$ cat config.mk
export PLATFORM = sky130hd
export DESIGN_NAME = seg7_scan_driver
export DESIGN_NICKNAME = d
export VERILOG_FILES = /design/src/rtl/seg7_pkg.sv /design/src/rtl/seg7_hex_decode.sv /design/src/rtl/seg7_scan_driver.sv
export SDC_FILE = /design/constraint.sdc
export NUM_CORES = 1
export LEC_CHECK = 0
export CAP_MARGIN = 20
export CORE_MARGIN = 2
export CORE_UTILIZATION = 58
export CTS_CLUSTER_SIZE = 8
export DETAILED_ROUTE_END_ITERATION = 10
export PLACE_DENSITY = 0.84
export SYNTH_ARGS = -nofsm -noshare
export SYNTH_HDL_FRONTEND = slang
export SYNTH_HIERARCHICAL = 1
export SYNTH_SLANG_ARGS = --single-unit
$ cat constraint.sdc
create_clock -name clk -period 5.5 [get_ports clk]
set_input_delay 0.55 -clock clk [delete_from_list [all_inputs] [get_ports clk]]
set_output_delay 0.55 -clock clk [all_outputs]
set_load 0.02 [all_outputs]
$ cat src/rtl/seg7_pkg.sv
// Shared constants and types for the 4-digit seven-segment scan driver.
package seg7_pkg;

    localparam logic [6:0] SEG_BLANK = 7'h7F;
    localparam logic [3:0] AN_OFF    = 4'hF;

    // Active-low {g,f,e,d,c,b,a} patterns, entry n at HEX_SEG[n].
    localparam logic [15:0][6:0] HEX_SEG = {
        7'h0E, 7'h06, 7'h21, 7'h46, 7'h03, 7'h08, 7'h10, 7'h00,
        7'h78, 7'h02, 7'h12, 7'h19, 7'h30, 7'h24, 7'h79, 7'h40
    };

    typedef logic [1:0] digit_idx_t;

endpackage

$ cat src/rtl/seg7_hex_decode.sv
// Combinational hex nibble to active-low seven-segment pattern.
module seg7_hex_decode
    import seg7_pkg::*;
(
    input  logic [3:0] nibble,
    output logic [6:0] seg
);

    assign seg = HEX_SEG[nibble];

endmodule

$ cat src/rtl/seg7_scan_driver.sv
// Time-multiplexed 4-digit common-anode display driver with per-frame capture,
// anti-ghost blanking and optional leading-zero suppression.
module seg7_scan_driver
    import seg7_pkg::*;
#(
    parameter int REFRESH_DIV = 100000,
    parameter int BLANK_CYC   = 2,
    parameter int CNT_W       = 17
) (
    input  logic        clk,
    input  logic        RST,
    input  logic [15:0] value,
    input  logic [3:0]  dp_in,
    input  logic        lzb_en,
    output logic [6:0]  seg,
    output logic        dp,
    output logic [3:0]  an,
    output logic        frame_start
);

    logic [CNT_W-1:0] cnt;
    digit_idx_t       idx;
    logic [15:0]      frame_val;
    logic [3:0]       frame_dp;
    logic             first;

    logic             slot_end;
    logic             capture;
    logic [3:0]       shamt;
    logic [3:0]       nibble;
    logic [6:0]       hex_seg;
    logic             lead_zero;
    logic             blank_phase;

    assign slot_end    = (cnt == CNT_W'(REFRESH_DIV - 1));
    // First edge after reset also captures so the display never starts stale.
    assign capture     = first || (slot_end && idx == 2'd3);
    assign shamt       = {idx, 2'b00};
    assign nibble      = frame_val[shamt +: 4];
    assign lead_zero   = lzb_en && (idx != 2'd0) && ((frame_val >> shamt) == 16'd0);
    assign blank_phase = (cnt < CNT_W'(BLANK_CYC));

    seg7_hex_decode u_dec (
        .nibble (nibble),
        .seg    (hex_seg)
    );

    always_ff @(posedge clk or posedge RST) begin
        if (RST) begin
            cnt <= '0;
            idx <= '0;
        end else if (slot_end) begin
            cnt <= '0;
            idx <= idx + 2'd1;
        end else begin
            cnt <= cnt + CNT_W'(1);
        end
    end

    always_ff @(posedge clk or posedge RST) begin
        if (RST) begin
            first       <= 1'b1;
            frame_val   <= '0;
            frame_dp    <= '0;
            frame_start <= 1'b0;
        end else begin
            first       <= 1'b0;
            frame_start <= capture;
            if (capture) begin
                frame_val <= value;
                frame_dp  <= dp_in;
            end
        end
    end

    always_ff @(posedge clk or posedge RST) begin
        if (RST) begin
            an  <= AN_OFF;
            seg <= SEG_BLANK;
            dp  <= 1'b1;
        end else if (blank_phase) begin
            an  <= AN_OFF;
            seg <= SEG_BLANK;
            dp  <= 1'b1;
        end else begin
            an  <= ~(4'b0001 << idx);
            seg <= lead_zero ? SEG_BLANK : hex_seg;
            dp  <= ~frame_dp[idx];
        end
    end

endmodule

# Yosys cells after proc, flatten, opt, wreduce, memory -nomap -nowiden
# Memory sizes are Yosys's and may differ from the RTL's.
# Index checks and enable logic that the tools add are counted.
[op_classes]
add_sub_neg = 2
n_mul = 0
n_div = 0
n_lt_le_gt_ge = 3
n_eq_ne = 2
shifts = 3
mux = 8
n_bitwise = 2
reduce_logical = 6
[op_table]
columns = ["op", "n"]
rows = [
  ["2-to-1 mux 7 bit", 3],
  ["adder 17 x 1 -> 17 bit (second input constant)", 1],
  ["equality test 17 bit (second input constant)", 1],
  ["< comparator 17 x 2 -> 1 bit (second input constant)", 1],
  ["2-to-1 mux 17 bit", 1],
  ["zero test 16 bit", 1],
  ["variable part select 16 x 5 -> 4 bit", 1],
  [">> shifter 16 x 4 -> 16 bit", 1],
  ["< comparator 4 x 5 -> 1 bit (second input constant)", 1],
  ["2-to-1 mux 4 bit", 1],
  ["inverter 4 bit", 1],
  ["left shift 1 x 2 -> 4 bit (first input constant)", 1],
  ["logical AND 1 bit", 3],
  ["< comparator 2 x 3 -> 1 bit (second input constant)", 1],
  ["adder 2 x 1 -> 2 bit (second input constant)", 1],
  ["binary-select mux 1 bit (select 2 bit)", 1],
  ["equality test 2 bit (second input constant)", 1],
  ["2-to-1 mux 1 bit", 2],
  ["nonzero test 2 bit", 1],
  ["logical OR 1 bit", 1],
  ["inverter 1 bit", 1],
]
[totals]
register_bits = 53
latchBits = 0
mem_bits_rw = 0
mem_bits_ro = 112
inputBits = 23
out_inout_bits = 13
wordCells = 36
memories = 1
[mem_list]
columns = ["memory", "words", "word_bits", "rd", "rd_ports_with_merged_regs", "write_ports", "line", "source"]
rows = [
  ["(no name shown)", 16, 7, 1, 0, 0, "seg7_hex_decode.sv:9", "assign seg = HEX_SEG[nibble];"],
]

# Longest topological paths before layout
# Gate-level depths: netlist of run 1.
[depth]
word_depth = 5
ltp_mapped = 8
depth_no_buf = 7

# By module
# Netlist of run 1, hierarchy kept.
[by_module_without_submodules]
columns = ["module", "instances", "cells_per_inst", "area_per_inst_um2", "seq_area_each_um2"]
rows = [
  ["seg7_scan_driver", 1, 181, 2348.5, 1342.5],
  ["seg7_hex_decode", 1, 32, 275.3, 0.0],
]

# Worst setup path before layout of run 1
# No wires, ideal clock.
[synth_path]
path_kind = "reg-to-reg"
startpoint = "register idx[0]"
endpoint = "register seg[0]"
setup_time_ns = 0.066
t_arrival_ns = 2.119
required_ns = 5.434
path_slack_ns = 3.315
path_stages_with_launch = 9
path_buffers = 1
synth_period_minus_slack_ns = 2.185
cell_sequence = "dfrtp_1 > buf_6 > mux4_2 > inv_1 > ha_1 > and2b_2 > or3b_1 > o21ai_0 > nand3b_1"
[synth_between]
elab_chain_len = 5
word_cells_on_any_way = 10
cone_classes = "shift (2); mux (3); reduce/logical (4); memory (1)"
[synth_lines]
columns = ["element", "line", "source"]
rows = [
  ["from (decl)", "seg7_scan_driver.sv:22", "digit_idx_t idx;"],
  ["from (signal assigned)", "seg7_scan_driver.sv:54", "idx <= idx + 2'd1;"],
  ["variable part select 16 x 5 -> 4 bit", "seg7_scan_driver.sv:39", "assign nibble = frame_val[shamt +: 4];"],
  ["via nibble[1]", "seg7_scan_driver.sv:30", "logic [3:0] nibble;"],
  ["memory (16 x 7 bit)", "-", ""],
  ["2-to-1 mux 7 bit (not written as such)", "seg7_hex_decode.sv:9", ""],
  ["via hex_seg[0]", "seg7_scan_driver.sv:31", "logic [6:0] hex_seg;"],
  ["2-to-1 mux 7 bit", "seg7_scan_driver.sv:87", "seg <= lead_zero ? SEG_BLANK : hex_seg;"],
  ["2-to-1 mux 7 bit", "seg7_scan_driver.sv:81", "end else if (blank_phase) begin"],
  ["to (signal assigned)", "seg7_scan_driver.sv:87", ""],
  ["to (decl)", "seg7_scan_driver.sv:15", "output logic [6:0] seg,"],
]
# The timed path passes the listed nets, and every way through them passes these cells. The select of a mux whose other input is x is not followed.
# A chain may end at the register's enable or synchronous reset.

# Final worst setup path of run 1
# Ends and elaborated chain as after synthesis.

==> results of run 1 <==
## worst register-to-register path: stages (launching register included)
cell	delay (ns)
dfrtp_1	0.67
mux4_2	0.65
inv_1	0.17
ha_1	0.21
and2b_2	0.23
or3b_1	0.36
o21ai_0	0.07
nand3b_1	0.12
## through the flow
stage	instance area (um^2)	setup slack [ns]	hold slack, ns	std cells	total power [mW]
after floorplan	2620	3.31	0.452	213	0.521
after global placement	2970	3.00	0.472	291	0.564
after detailed placement	2970	2.93	0.495	291	0.569
after CTS	3070	2.92	0.510	299	0.808
after global routing	3090	2.77	0.534	300	0.837
final	3090	2.95	0.502	300	0.798
## synth_stat cells, types with 4 or more instances
master and instances:
dfrtp_1 40, mux2_2 21, nand2_1 18, nor2_1 15
dfstp_2 13, ha_1 12, xnor2_1 11, nand3b_1 7
inv_1 6, mux2i_1 5, mux4_2 5, nand3_1 5
nand4_1 5, nor4_1 5, and4_1 4, buf_6 4
nor3_1 4
## area by class of cell
class | count | area, um^2
Clock buffer | 7 | 96.3
Fill cell | 309 | 1260
Tap cell | 52 | 65.1
Inverter | 6 | 22.5
Multi-Input combinational cell | 145 | 1190
Sequential cell | 53 | 1340
Clock inverter | 1 | 5.00
Timing Repair Buffer | 36 | 370
## registers in the layout, indices dropped and copies added (netlist names)
| signal | count |
|---|---|
| an | 4 |
| frame_val | 16 |
| seg | 7 |
| frame_dp | 4 |
| cnt | 17 |
| dp | 1 |
| idx | 2 |
| first | 1 |
| frame_start | 1 |
## cell families (layout without fill, tap and decap cells)
group | after synthesis | in the layout | share of synthesized area
adders and majority gates | 12 | 12 | 0.0572
and+or+nand+nor | 72 | 72 | 0.147
buffers and inverters | 15 | 50 | 0.0343
other | 1 | 1 | 0.00143
muxes | 32 | 32 | 0.162
xor gates and xnor gates | 14 | 14 | 0.0467
DFF | 53 | 53 | 0.512
AOI/OAI and AO/OA | 14 | 14 | 0.0391
## how the worst max path moves through the flow
| stage | to | depth (start not counted) | startpoint | slack, ns |
|---|---|---|---|---|
| final | seg[0] | 7 | idx[0] | 2.95 |
| after global routing | seg[0] | 7 | idx[0] | 2.77 |
| after CTS | frame_val[9] | 5 | cnt[1] | 2.92 |
| after detailed placement | frame_val[9] | 5 | cnt[1] | 2.93 |
| after global placement | seg[0] | 7 | idx[0] | 3.00 |
| after floorplan | seg[0] | 8 | idx[0] | 3.31 |
## layout by cell type, fill, tap and decap left out, drive strengths merged, types with 2 or more instances in the layout
cell and instances:
clkdlybuf4s50 35, dfrtp 40, nand3b 7, nand2 18, inv 6, xnor2 11
mux2i 5, nor2 15, clkbuf 7, o211ai 2, and4 4, nand4 5
nand3 5, nor3 4, xor2 3, nor4b 2, nor4 5, dfstp 13
o21ai 3, ha 12, a21oi 2, a22o 2, mux2 21, mux4 6
## where the power goes
part | internal [mW] | switching [mW] | leakage [nW]
clock network | 0.114 | 0.122 | 0.0542
registers | 0.422 | 0.0139 | 0.633
logic | 0.0701 | 0.0562 | 0.602
## metal layers
metal	part of all wire	GRT usage	wire [um]	vias up
li1	-	-	-	824
met1	0.48	0.291	2170	834
met2	0.48	0.311	2190	38
met3	0.033	0.0422	150	4
met4	0.011	0.0566	51	0
met5	0	0	0	-
==> impl_results.md, run 1 <==
- Outcome: completed
- CTS Buf Count: 5
- Buf/Inv on CP: 1
- Post-synth top area cell: dfrtp_1
- Pin count of the biggest net entering global routing: 54
- Num Clock Sinks: 53
- ANT nets after route: 0
- Register area share after synthesis: 0.512
- Starting Density: 0.603
- Hold Crit Class: reg2reg
- DRC Markers: 0
- Launch point of the worst reg-to-reg path: idx[0]
- Synth async-reset ratio: 1.00
- Longest Clk Path Bufs: 2
- Final Max Tran Viols: 0
- Max frequency: 0.392 GHz
- Diodes inserted: 0
- CP top delay family: simple AND/OR/NAND/NOR gates
- Library cells used by synthesis: 39
- Initial antenna violation count: 0
- Max Cap Viol: 0
- Gpl congestion: 0.853
- Avg Inst Size Synth: 12.3 um^2
- Final Util: 0.710
- TritonCTS clock tree: yes
- RSZ-0062 raised after global routing: false
- Die X: 71.3 um
- CP max stage cell: dfrtp_1
- Flip-flop and latch count after synthesis: 53
- Min cycle time layout: 2.55 ns
- Die area: 5080 um^2
- Clk_skew: 0.00642 ns
- CTS H-tree lvls: 2
- Post-Synthesis Cells: 213
- Setup Buffers After CTS: 0
- DP HPWL: 3330 um
- CORE AREA: 4350 um^2
- IR drop worst, VDD: 0.156 mV
- Ranking of synthesized cells by area: dfrtp_1, dfstp_2, mux2_2, ha_1, mux4_2
- Critical setup path kind: reg2reg
- Final setup viols: 0
- Drt total wl: 4560 um
- Fraction of layout cells with a size suffix above 1: 0.202
- CP max stage delay: 0.67 ns
- Startpoint types: flip-flop
- First-pass GRT wire length: 7890 um
- Num rows: 24
- Share of the synthesized area in the top cell type: 0.381
- Ratio of final minimum period to clock period: 0.464
- Slew HR: 0.452
- Power Dens Cells: 258 nW/um^2
- Hold-fix buffers, CTS: 0
- Post_cts resized: 0
- PortBufs: 35
- WHS Endpoint: cnt[0]
- Routed len/inst: 15.2 um
- Critical Path RT: 5.73 ns
- Die height: 71.3 um
- Area delta synth->final: 17.9%
- Hold path cells: 1
- Vias: 1700
- Clk pin slew, worst setup/hold paths: 0.09 ns
- I/O Pins: 36
- Final-report hold violation count: 0
- Critical Path AT: 2.78 ns
- Worst skew pair latency: 0.30 ns
- Starting DRC count in detailed routing: 114
- CP max FO: 11
- Total gr overflow: 0
- R2R cell count: 7
- Pre-antenna DRT Iters: 4
- Fin Setup TNS: 0 ns
- Post-synth EDFFs: 0
- CP Cell Sequence: mux4_2 -> inv_1 -> ha_1 -> and2b_2 -> or3b_1 -> o21ai_0 -> nand3b_1
- Synth Net Count: 248
- Main synth FF type: dfrtp_1
- Global-route usage over all layers: 0.200
- Worst-Margin Slew: 0.822 ns
- R2r endpoint: seg[0]
- Leak Pwr: 1.29 nW
- R2R setup slack: 2.95 ns
- Worst hold path startpoint: cnt[0]
- Setup crit end kind: flip-flop
- Clk root buf: clkbuf_8
- YS warnings: 6
- Via density: 5.67
- Post-Synthesis Cell Area: 2620 um^2
- Vias in the first global route: 1679
- # nets final: 282
No activity file was read; power rests on OpenSTA's default activity.
==> inputs of run 2 (changes only) <==
--- a/config.mk
+++ b/config.mk
@@ -7,10 +7,10 @@
 export LEC_CHECK = 0
 export CAP_MARGIN = 20
 export CORE_MARGIN = 2
-export CORE_UTILIZATION = 58
+export CORE_UTILIZATION = 49
 export CTS_CLUSTER_SIZE = 8
 export DETAILED_ROUTE_END_ITERATION = 10
-export PLACE_DENSITY = 0.84
+export PLACE_DENSITY = 0.75
 export SYNTH_ARGS = -nofsm -noshare
 export SYNTH_HDL_FRONTEND = slang
 export SYNTH_HIERARCHICAL = 1
==> constraint.sdc (replaced) <==
create_clock -name clk -period 2.06 [get_ports clk]
set_input_delay 0.206 -clock clk [delete_from_list [all_inputs] [get_ports clk]]
set_output_delay 0.206 -clock clk [all_outputs]
set_load 0.02 [all_outputs]
==> run 2 against run 1 <==
Against the previous run:
- clock skew fell by 0.00078 ns
- core utilization fell by 5.9 points
- critical path type unchanged
- maximum frequency rose by 24%
- combinational power rose to 3.1 times the previous value
- routed wire length rose by 11%
- via count rose by 6.9%
- hold slack got worse by 0.25 ns
- largest power group unchanged
- die area rose by 17%
- clock power rose to 2.8 times the previous value
- cell count rose by 13%
- cell area rose by 8.2%
==> impl_results.md, run 2 (synthesis results as in run 1) <==
- Drt total wl: 5050 um (+11%)
- R2R cell count: 6 (-1)
- Clk root buf: clkbuf_8
- Fraction of layout cells with a size suffix above 1: 0.296 (+0.0947)
- CORE AREA: 5140 um^2 (+18%)
- Max Cap Viol: 0 (unchanged)
- Num Clock Sinks: 53 (unchanged)
- Min cycle time layout: 2.06 ns (-0.491 ns)
- Global-route usage over all layers: 0.186 (-0.0142)
- # nets final: 304 (+7.8%)
- R2r endpoint: seg[3]
- Critical setup path kind: reg2reg
- Pin count of the biggest net entering global routing: 54 (unchanged)
- Final Util: 0.651 (-0.0592)
- RSZ-0062 raised after global routing: true
- DP HPWL: 3630 um (+9.0%)
- PortBufs: 35 (unchanged)
- Starting DRC count in detailed routing: 69 (-39%)
- Longest Clk Path Bufs: 2 (unchanged)
- R2R setup slack: 0.0009 ns (-2.95 ns)
- First-pass GRT wire length: 8700 um (+10%)
- TritonCTS clock tree: yes
- Startpoint types: flip-flop
- Final Max Tran Viols: 0 (unchanged)
- Starting Density: 0.510 (-0.0921)
- Ratio of final minimum period to clock period: 1.00 (+0.536)
- Diodes inserted: 0 (unchanged)
- Routed len/inst: 14.8 um (-2.4%)
- Vias in the first global route: 1879 (+12%)
- Setup crit end kind: flip-flop
- CTS Buf Count: 5 (unchanged)
- Max frequency: 0.486 GHz (+24%)
- Die height: 77.2 um (+8.3%)
- Clk_skew: 0.00565 ns (-0.000776 ns)
- Critical Path RT: 2.29 ns (-3.44 ns)
- ANT nets after route: 0 (unchanged)
- DRC Markers: 0 (unchanged)
- Critical Path AT: 2.29 ns (-0.49 ns)
- Number of flip-flops under the largest register name: 17 (unchanged)
- Via density: 5.34 (-5.7%)
- CP max FO: 5 (-6)
- IR drop worst, VDD: 0.425 mV (+170%)
- Outcome: completed
- Biggest register: cnt
- Die X: 77.2 um (+8.3%)
- Worst skew pair latency: 0.30 ns (about the same)
- I/O Pins: 36 (unchanged)
- Most frequent cells in the layout: dfrtp_1, clkdlybuf4s50_1, mux2_2
- Die area: 5960 um^2 (+17%)
- Num rows: 26 (+8.3%)
- Launch point of the worst reg-to-reg path: idx[0]
- Final setup viols: 0 (unchanged)
- Hold Crit Class: in2async
- Clk pin slew, worst setup/hold paths: 0.09 ns (about the same)
- Vias: 1817 (+6.9%)
- Pre-antenna DRT Iters: 4 (unchanged)
- Area delta synth->final: 27.6%
- Final-report hold violation count: 0 (unchanged)
- Power Total: 2.21 mW (+180%)
- Initial antenna violation count: 0 (unchanged)
- Power Dens Cells: 661 nW/um^2 (+160%)
- Gpl congestion: 0.848 (-0.59%)
- Leak Pwr: 1.40 nW (+8.8%)
- Biggest regs: cnt: 17 flops, frame_val: 16 flops, seg: 7 flops
- Total gr overflow: 0 (unchanged)
- CTS H-tree lvls: 2 (unchanged)
- Most common cell after layout, fill and taps aside: dfrtp_1
-- run 2: cell types whose count changed in the layout (fill, tap and decap cells not counted), moves of 2 or more --
cell	previous run	this run
buf_4	0	20
ha_1	12	9
ha_4	0	2
inv_1	5	3
-- run 2: metrics by stage --
| stage | instance area [um^2] | worst slack, ns | setup TNS (ns) | cells | hold WS (ns) |
|---|---|---|---|---|---|
| CTS | 3300 | -0.00720 | -0.00720 | 337 | 0.258 |
| floorplan | 2640 | -0.0339 | -0.0549 | 213 | 0.358 |
| global route | 3350 | -0.0913 | -0.307 | 340 | 0.282 |
| detailed placement | 3170 | -0.0468 | -0.0468 | 327 | 0.482 |
| global placement | 3170 | 0.0250 | 0 | 327 | 0.475 |
| finish | 3350 | 0.000869 | 0 | 340 | 0.253 |
-- run 2: power breakdown --
part / total [mW] / switching, mW / leakage (nW) / internal, mW
sequential: 1.16 / 0.0348 / 0.631 / 1.13
clock: 0.668 / 0.320 / 0.0566 / 0.347
combinational: 0.386 / 0.168 / 0.714 / 0.219
total: 2.21 / 0.523 / 1.40 / 1.69
-- run 2: worst max path at each step --
stage                        end  slack, ns  depth (start not counted)  startpoint
final                     seg[3]     0.0009                          6      idx[0]
after detailed placement  seg[0]      -0.05                          7      idx[0]
after floorplan           seg[0]      -0.03                          8      idx[0]
after global placement    seg[0]       0.02                          7      idx[0]
after CTS                 seg[0]     -0.007                          7      idx[0]
after global routing      seg[0]      -0.09                          8      idx[0]
-- run 2: worst max-delay path, stage by stage (launching register included) --
cell and delay [ns]:
dfrtp_2 0.40, buf_4 0.12, mux4_2 0.55, buf_4 0.18, ha_4 0.15, mux4_2 0.43, nand3b_1 0.16
-- run 2: layer usage --
metal,share of wire,track usage,wire [um],up-vias
met2,0.46,0.289,2340,52
met3,0.050,0.0482,253,11
met5,0,0,0,-
li1,-,-,-,866
met4,0.022,0.0804,111,0
met1,0.46,0.249,2340,888
-- run 2: what timing repair did --
item	in CTS	in global routing
pin swaps	1	1
hold buffers	0	0
buffers inserted	2	3
resized for setup	2	5
gates cloned	0	0
hold endpoints to repair	0	0
setup endpoints to repair	21	20
-- run 2: area by class of cell --
cell class / count / area (um^2)
clock buffers: 8 / 111
fillers: 430 / 1790
inverters: 6 / 25.0
multi-input cells: 145 / 1230
flip-flops and latches: 53 / 1340
well taps: 70 / 87.6
repair buffers: 58 / 552
==> variant (settings of run 2) <==
The parameter `CNT_W` goes from 17 to 19.
--- a/src/rtl/seg7_scan_driver.sv
+++ b/src/rtl/seg7_scan_driver.sv
@@ -5,7 +5,7 @@
 #(
     parameter int REFRESH_DIV = 100000,
     parameter int BLANK_CYC   = 2,
-    parameter int CNT_W       = 17
+    parameter int CNT_W       = 19
 ) (
     input  logic        clk,
     input  logic        RST,
Behaviour: same outputs for any inputs over 10 cycles, from zero or initial values and one cycle with RST high; that may be too few to reach the edited logic, so the function may still have changed.
==> variant against run 2 <==
- the run now ends with negative setup slack left
- maximum frequency shrank 1.0%
- count of clock-buffer cells in the layout down 2
- setup slack worse by 0.021 ns
- sequential cell count grew 2
- area after synthesis grew 2.4%
- power increased by 8.5%
- cell area is 1.8% higher
- worst hold slack lost 0.024 ns
- routed wire length fell by 3.5%
- clock skew about the same
- via count up 1.2%
- die area rose by 2.3%
- final cell count is 2.6% higher
- largest power group unchanged
==> variant: results (changes against run 2) <==
outcome finished with violations; failing checks negative setup slack; sequential element share of the synthesized area 0.518 (+0.00647); Yosys cell types 37 (-5.1%); post-route clock skew 0.00567 ns (+0.0000230 ns); share of layout cells above drive strength 1 0.272 (-0.0239); synthesis-stage register bit count 55 (+3.8%); Place WS -0.0258 ns (+0.0209 ns); final net count 313 (+3.0%); met2 wire length 2310 µm (-1.2%); Multi-Input Combinational 149 (+2.8%); Post-synth top cells dfrtp_1 (42), mux2_2 (21), nor2_1 (19), dfstp_2 (13); pin count of the biggest net entering global routing 35 (-35%); final setup margin -0.0201 ns (-0.0210 ns); Non-clock buffering overhead 0.155 (-0.00988); DRT iter0 DRCs 127 (+84%); multi-input logic area 1220 µm² (-0.20%); ClkCell Share 0.0389 (+0.00566); worst vdd ir 410 µV (-3.6%); inverter count 10 (+4); top flop regs cnt (19), frame_val (16), seg (7); first-pass GRT wire length 8480 µm (-2.5%); Routed WL 4870 µm (-3.5%); vias 1839 (+1.2%); Post-Syn Nets 257 (+3.6%); non-clock buffer count 57 (-1.7%); Crit path arrival time 2.31 ns (+0.02 ns); FF/Latch Area 1390 µm² (+3.7%); dominant cells by area after synthesis dfrtp_1 (39%), dfstp_2 (13%), mux2_2 (8.8%), ha_1 (5.6%), mux4_2 (4.2%); routed vias/inst 5.27 (-1.4%); final setup violating endpoints 2 (+2); dpl cells 334 (+2.1%)
[variant: final timing paths]
kind | from | endpoint | slack (ns) | cells after the start
max reg2reg | idx[0] | seg[3] | -0.02 | 5
max | idx[0] | seg[3] | -0.02 | 5
min | RST | frame_start | 0.23 | 2
max in group asynchronous | RST | first | 1.25 | 3
min reg2reg | cnt[18] | cnt[18] | 0.49 | 1
min in group clk | cnt[18] | cnt[18] | 0.49 | 1
[variant: where the power goes]
| part | total, W | internal [W] | switching, W |
|---|---|---|---|
| registers | 0.00120 | 0.00116 | 0.0000369 |
| clock network | 0.000820 | 0.000486 | 0.000334 |
| logic | 0.000381 | 0.000218 | 0.000163 |
[variant: logic make-up after synthesis]
group,count (synthesis),share of synthesized area
compound gates,14,0.0368
xor+xnor,17,0.0554
fa+ha+maj,12,0.0559
buf+inv,18,0.0331
flops,55,0.518
mux,31,0.155
other cells,1,0.00140
simple gates,74,0.145
[variant: what timing repair did]
| action | 4_1_cts | 5_1_grt |
|---|---|---|
| buffers inserted | 3 | 4 |
| endpoints found under the hold margin | 0 | 0 |
| resized for setup | 0 | 1 |
| hold buffers | 0 | 0 |
| pin swaps | 1 | 2 |
| setup endpoints to repair | 2 | 4 |
[variant: per-layer routing]
metal,track usage,up-vias
met5,0,-
met2,0.268,46
li1,-,896
met3,0.0345,6
met4,0.0667,0
met1,0.253,891
[variant: stage by stage]
step,cell area [µm²],hold WS (ns)
2_1_floorplan,2700,0.357
3_3_place_gp,3220,0.462
3_5_place_dp,3220,0.476
4_1_cts,3380,0.232
5_1_grt,3410,0.260
6_report,3410,0.229
[variant: worst max-delay path, stage by stage, from the launching register on]
cell	delay, ns
dfrtp_2	0.42
mux4_2	0.59
buf_4	0.17
ha_1	0.19
mux4_1	0.49
nand3b_1	0.16
